### config.mk
export PLATFORM = sky130hd
export DESIGN_NAME = picosoc_iomem_timer
export DESIGN_NICKNAME = d
export VERILOG_FILES = /design/src/rtl/picosoc_iomem_timer.sv
export SDC_FILE = /design/constraint.sdc
export NUM_CORES = 1
export LEC_CHECK = 0
export BUFFER_PORTS_ARGS = -buffer_cell sky130_fd_sc_hd__buf_2
export CAP_MARGIN = 25
export CORE_ASPECT_RATIO = 0.7
export CORE_MARGIN = 5
export CORE_UTILIZATION = 30
export CTS_CLUSTER_DIAMETER = 50
export DETAILED_ROUTE_END_ITERATION = 8
export PLACE_DENSITY = 0.55
export SYNTH_ARGS = -nofsm -noshare
export SYNTH_HDL_FRONTEND = slang
export SYNTH_SLANG_ARGS = --single-unit
### constraint.sdc
create_clock -name clk -period 6.2 [get_ports clk]
set_input_delay 0.93 -clock clk [delete_from_list [all_inputs] [get_ports clk]]
set_output_delay 0.93 -clock clk [all_outputs]
set_load 0.02 [all_outputs]
### src/rtl/picosoc_iomem_timer.sv
// PicoSoC iomem responder exposing a prescaled down-counter timer with
// auto-reload / one-shot modes, a sticky expiry flag and a level interrupt.
module picosoc_iomem_timer #(
    parameter logic [31:0] BASE_ADDR      = 32'h0300_0000,
    parameter int          PRESCALE_WIDTH = 16,
    parameter int          COUNTER_WIDTH  = 32
) (
    input  logic        clk,
    input  logic        reset,
    input  logic        iomem_valid,
    output logic        iomem_ready,
    input  logic [3:0]  iomem_wstrb,
    input  logic [31:0] iomem_addr,
    input  logic [31:0] iomem_wdata,
    output logic [31:0] iomem_rdata,
    output logic        irq
);
    localparam logic [5:0] OFF_CTRL     = 6'h00;
    localparam logic [5:0] OFF_PRESCALE = 6'h01;
    localparam logic [5:0] OFF_LOAD     = 6'h02;
    localparam logic [5:0] OFF_COUNT    = 6'h03;
    localparam logic [5:0] OFF_STATUS   = 6'h04;

    function automatic logic [31:0] merge_bytes(input logic [31:0] old_val,
                                                input logic [31:0] new_val,
                                                input logic [3:0]  strb);
        logic [31:0] res;
        res = old_val;
        for (int i = 0; i < 4; i++) begin
            if (strb[i]) begin
                res[8*i +: 8] = new_val[8*i +: 8];
            end else begin
                res[8*i +: 8] = old_val[8*i +: 8];
            end
        end
        return res;
    endfunction

    logic [2:0]                ctrl_r;
    logic [PRESCALE_WIDTH-1:0] prescale_r;
    logic [COUNTER_WIDTH-1:0]  load_r;
    logic [COUNTER_WIDTH-1:0]  count_r;
    logic [PRESCALE_WIDTH-1:0] presc_cnt_r;
    logic                      expired_r;
    logic                      ready_r;
    logic [31:0]               rdata_r;
    logic                      irq_r;

    logic [2:0]                ctrl_nxt_s;
    logic [PRESCALE_WIDTH-1:0] prescale_nxt_s;
    logic [COUNTER_WIDTH-1:0]  load_nxt_s;
    logic [COUNTER_WIDTH-1:0]  count_nxt_s;
    logic [PRESCALE_WIDTH-1:0] presc_cnt_nxt_s;
    logic                      expired_nxt_s;
    logic [31:0]               rd_s;
    logic [31:0]               merged_s;
    logic                      hit_s;
    logic                      accept_s;
    logic                      wr_s;
    logic                      tick_s;
    logic                      expire_s;
    logic [5:0]                off_s;
    logic                      unused_s;

    assign hit_s    = iomem_valid && (iomem_addr[31:8] == BASE_ADDR[31:8]);
    assign accept_s = hit_s && !ready_r;
    assign wr_s     = accept_s && (iomem_wstrb != 4'h0);
    assign off_s    = iomem_addr[7:2];
    assign tick_s   = ctrl_r[0] && (presc_cnt_r == prescale_r);
    assign expire_s = tick_s && (count_r == {COUNTER_WIDTH{1'b0}});
    assign merged_s = merge_bytes(rd_s, iomem_wdata, iomem_wstrb);
    assign unused_s = ^iomem_addr[1:0];

    // Read mux, timer advance and bus write merge; bus writes are applied last so they win.
    always_comb begin
        ctrl_nxt_s      = ctrl_r;
        prescale_nxt_s  = prescale_r;
        load_nxt_s      = load_r;
        count_nxt_s     = count_r;
        presc_cnt_nxt_s = presc_cnt_r;
        expired_nxt_s   = expired_r;
        rd_s            = 32'h0000_0000;

        case (off_s)
            OFF_CTRL:     rd_s[2:0]                = ctrl_r;
            OFF_PRESCALE: rd_s[PRESCALE_WIDTH-1:0] = prescale_r;
            OFF_LOAD:     rd_s[COUNTER_WIDTH-1:0]  = load_r;
            OFF_COUNT:    rd_s[COUNTER_WIDTH-1:0]  = count_r;
            OFF_STATUS:   rd_s[0]                  = expired_r;
            default:      rd_s                     = 32'h0000_0000;
        endcase

        if (!ctrl_r[0] || tick_s) begin
            presc_cnt_nxt_s = {PRESCALE_WIDTH{1'b0}};
        end else begin
            presc_cnt_nxt_s = presc_cnt_r + PRESCALE_WIDTH'(1);
        end

        if (tick_s && !expire_s) begin
            count_nxt_s = count_r - COUNTER_WIDTH'(1);
        end else if (expire_s) begin
            expired_nxt_s = 1'b1;
            if (ctrl_r[1]) begin
                count_nxt_s = load_r;
            end else begin
                ctrl_nxt_s[0] = 1'b0;
            end
        end else begin
            count_nxt_s = count_r;
        end

        if (wr_s) begin
            case (off_s)
                OFF_CTRL:     ctrl_nxt_s     = merged_s[2:0];
                OFF_PRESCALE: prescale_nxt_s = merged_s[PRESCALE_WIDTH-1:0];
                OFF_LOAD:     load_nxt_s     = merged_s[COUNTER_WIDTH-1:0];
                OFF_COUNT:    count_nxt_s    = merged_s[COUNTER_WIDTH-1:0];
                OFF_STATUS: begin
                    // a simultaneous expiry keeps the flag set
                    if (iomem_wstrb[0] && iomem_wdata[0] && !expire_s) begin
                        expired_nxt_s = 1'b0;
                    end else begin
                        expired_nxt_s = expired_nxt_s;
                    end
                end
                default:      ctrl_nxt_s     = ctrl_nxt_s;
            endcase
        end else begin
            ctrl_nxt_s = ctrl_nxt_s;
        end
    end

    // State and response registers; irq follows the next-state flags so it tracks STATUS exactly.
    always_ff @(posedge clk) begin
        if (reset) begin
            ctrl_r      <= 3'b000;
            prescale_r  <= {PRESCALE_WIDTH{1'b0}};
            load_r      <= {COUNTER_WIDTH{1'b0}};
            count_r     <= {COUNTER_WIDTH{1'b0}};
            presc_cnt_r <= {PRESCALE_WIDTH{1'b0}};
            expired_r   <= 1'b0;
            ready_r     <= 1'b0;
            rdata_r     <= 32'h0000_0000;
            irq_r       <= 1'b0;
        end else begin
            ctrl_r      <= ctrl_nxt_s;
            prescale_r  <= prescale_nxt_s;
            load_r      <= load_nxt_s;
            count_r     <= count_nxt_s;
            presc_cnt_r <= presc_cnt_nxt_s;
            expired_r   <= expired_nxt_s;
            ready_r     <= accept_s;
            rdata_r     <= accept_s ? rd_s : 32'h0000_0000;
            irq_r       <= expired_nxt_s && ctrl_nxt_s[2];
        end
    end

    assign iomem_ready = ready_r;
    assign iomem_rdata = rdata_r;
    assign irq         = irq_r;
endmodule

==> results.ini <==
[sta]
fmax_ghz = 0.294
rsz0062_at_grt = false
fin_skew_ns = 0.0107
fin_crit_sh = 0.549
relSlewSlack = 0.339
worst_pin_slew_ns = 0.990
hold_viol_final = 0
setup_ws_ns = 2.80
setup_violations = 0
slew_viol_final = 0
post-route-min-period_ns = 3.40
setup_tns_ns = 0

[detailed_routing]
vias = 6471
ant_nets = 0
routed_wl_mm = 22.4
dr.pass1.iters = 5
avgViaCountPerCell = 5.16
drc = 0
drtIter0Drc = 561
wire_per_inst_um = 17.9

[synthesis]
syn_inst = 849
ys_seq_area_frac = 0.386
synthTopCellsByArea = dfxtp_1 39%, nor2_1 8.3%, mux2i_1 7.6%
synthArstFlopShare = 0
yosysWarnings = 0
netlist-cell-type-count = 60
ys.flop_type = dfxtp_1
ys_top_cells_by_count = 154 x nor2_1, 134 x dfxtp_1, 100 x nand2_1
ys_ff_latch = 134
synth_edf_count = 0
synth_top_area_frac = 0.386
synth_area_leader_cell = dfxtp_1
syn_nets = 922
avgSynthCellArea_um2 = 8.18
syn_area_um2 = 6950
synth.most_common_cell = nor2_1

[floorplanning]
initial_core_util = 0.306
die_h_um = 137
die_w_um = 192
placementRows = 46
io_pins = 105
die_area_um2 = 26400
core-area_um2 = 22700

[clock_network]
worstSkewPairLatency_ns = 0.43
cts_hold_buf = 0
cts_buffer_depth = 2
numCtsBuffers = 17
htree_levels = 4
clock-sinks = 134
cts_setup_buffers = 0
ctsResizeCount = 0
tritoncts = yes
path_clk_slew_ns = 0.06
root_buffer = clkbuf_16

[power_and_ir_drop]
leakagePower_nw = 3.27
powerDensity_nw_per_um2 = 245
vdd_drop_max_mv = 0.161
power_mw = 2.05

[worst_setup_path]
cp_slowest_cell = and2_1
crit_chain = xnor2_1, nand4_1, nor4_4, and2_1, nand3_1, o211a_1, a22o_1
cp.required_ns = 6.52
path_class = reg2reg
end_kind = flip-flop
startpoint = presc_cnt_r[3]
worstSetupStartpointType = flip-flop
critPathArrivalTime_ns = 3.72
r2r_start = presc_cnt_r[3]
crit_path_max_incr_delay_ns = 0.73
crit_fanout = 17
ff2ff_path_depth = 7

[global_routing]
grt_pass1_vias = 6134
track_usage = 0.170
antenna_found_initial = 1
grt_max_degree = 55
grt_overflow_total = 0
grt_pass1_wl_mm = 35.1

[placement]
gp_congestion = 0.853
io_buffer_count = 102
pre_cts_slack_ns = 2.52
hpwlAfterDp_mm = 15.8
placed_cells = 1219

[min_path]
min_from = load_r[5]
min_path_type = reg2reg
hold_depth = 2

[final_layout]
instances_no_fill = 1253
diodes = 0
nets = 1001
area.growth.synth_to_final_pct = 20.5
drive_gt1_frac = 0.201

[flow_run]
maxCapViolCount = 0

[outcome]
status = finished, final reports clean

==> worst paths after layout <==
kind                  to  slack [ns]
max          count_r[27]        2.80
min           count_r[5]        0.49
max reg2reg  count_r[27]        2.80
min reg2reg   count_r[5]        0.49
==> routing by layer <==
metal	vias up	share of wire	GRT usage
met5	-	0.00058	0
met4	2	0.012	0.0407
met3	21	0.078	0.0388
met2	244	0.40	0.243
met1	3021	0.51	0.258
li1	3183	-	-
==> area by class of cell <==
cell class | instances | area (um^2)
Clock buffer | 19 | 443
Clock inverter | 13 | 195
Fill cell | 2362 | 14400
Inverter | 6 | 22.5
Multi-Input combinational cell | 655 | 4020
Sequential cell | 134 | 2680
Tap cell | 312 | 390
Timing Repair Buffer | 114 | 612
==> kinds of logic (layout without fill, tap and decap cells) <==
| kind of cell | after synthesis | count (layout) | share of synthesized area |
|---|---|---|---|
| XOR/XNOR | 37 | 37 | 0.0466 |
| adder cells (fa/ha/maj) | 2 | 2 | 0.00360 |
| multiplexers | 86 | 86 | 0.135 |
| buffers and inverters | 60 | 152 | 0.0364 |
| flip-flops | 134 | 134 | 0.386 |
| AND/OR/NAND/NOR | 389 | 389 | 0.262 |
| AO/OA/AOI/OAI | 141 | 141 | 0.131 |
==> per-stage QoR <==
step / hold WS (ns) / area [um^2] / util
2_1_floorplan: 0.449 / 6950 / -
3_3_place_gp: 0.468 / 7700 / 0.339
3_5_place_dp: 0.483 / 7710 / 0.339
4_1_cts: 0.493 / 8350 / 0.367
5_1_grt: 0.503 / 8370 / 0.368
6_report: 0.490 / 8370 / 0.368
==> registers in the layout (all words and copies together) (netlist names) <==
| name | flops |
|---|---|
| irq | 1 |
| ctrl_r | 3 |
| load_r | 32 |
| presc_cnt_r | 16 |
| prescale_r | 16 |
| iomem_ready | 1 |
| iomem_rdata | 32 |
| expired_r | 1 |
| count_r | 32 |
==> report_power, final <==
| group | switching, mW | internal (mW) | total [mW] | leakage [nW] |
|---|---|---|---|---|
| clock network | 0.418 | 0.690 | 1.11 | 0.306 |
| logic | 0.0501 | 0.0286 | 0.0787 | 1.88 |
| registers | 0.000000000448 | 0.861 | 0.861 | 1.08 |
==> worst max-delay path: cells and delay by family, from the launching register on <==
family                    cells  cell delay, ns
and+or+nand+nor               4            2.08
AOI/OAI and AO/OA             2            0.54
DFF                           1            0.35
xor gates and xnor gates      1            0.32
==> placed cells by master, fill, tap and decap left out, types with 4 or more instances in the layout <==
cell | Yosys | layout
nor4_1 | 23 | 22
buf_2 | 10 | 102
or4_1 | 5 | 5
a21oi_1 | 28 | 28
or3_1 | 9 | 9
dfxtp_1 | 134 | 134
and3_1 | 6 | 6
xor2_1 | 10 | 10
xnor2_1 | 27 | 27
bufinv_16 | 0 | 4
a211oi_1 | 9 | 9
nand2_1 | 100 | 100
nand4_1 | 18 | 18
o21bai_1 | 7 | 7
o211ai_1 | 4 | 4
nor3_1 | 23 | 23
buf_4 | 4 | 10
o21ai_0 | 45 | 45
nor2_1 | 154 | 154
nand3_1 | 26 | 26
mux2i_1 | 53 | 53
clkbuf_16 | 0 | 17
a31oi_1 | 6 | 6
mux2_2 | 30 | 30
inv_1 | 6 | 6
a22o_1 | 18 | 18
Note: power is estimated with default switching activity, not from simulation.
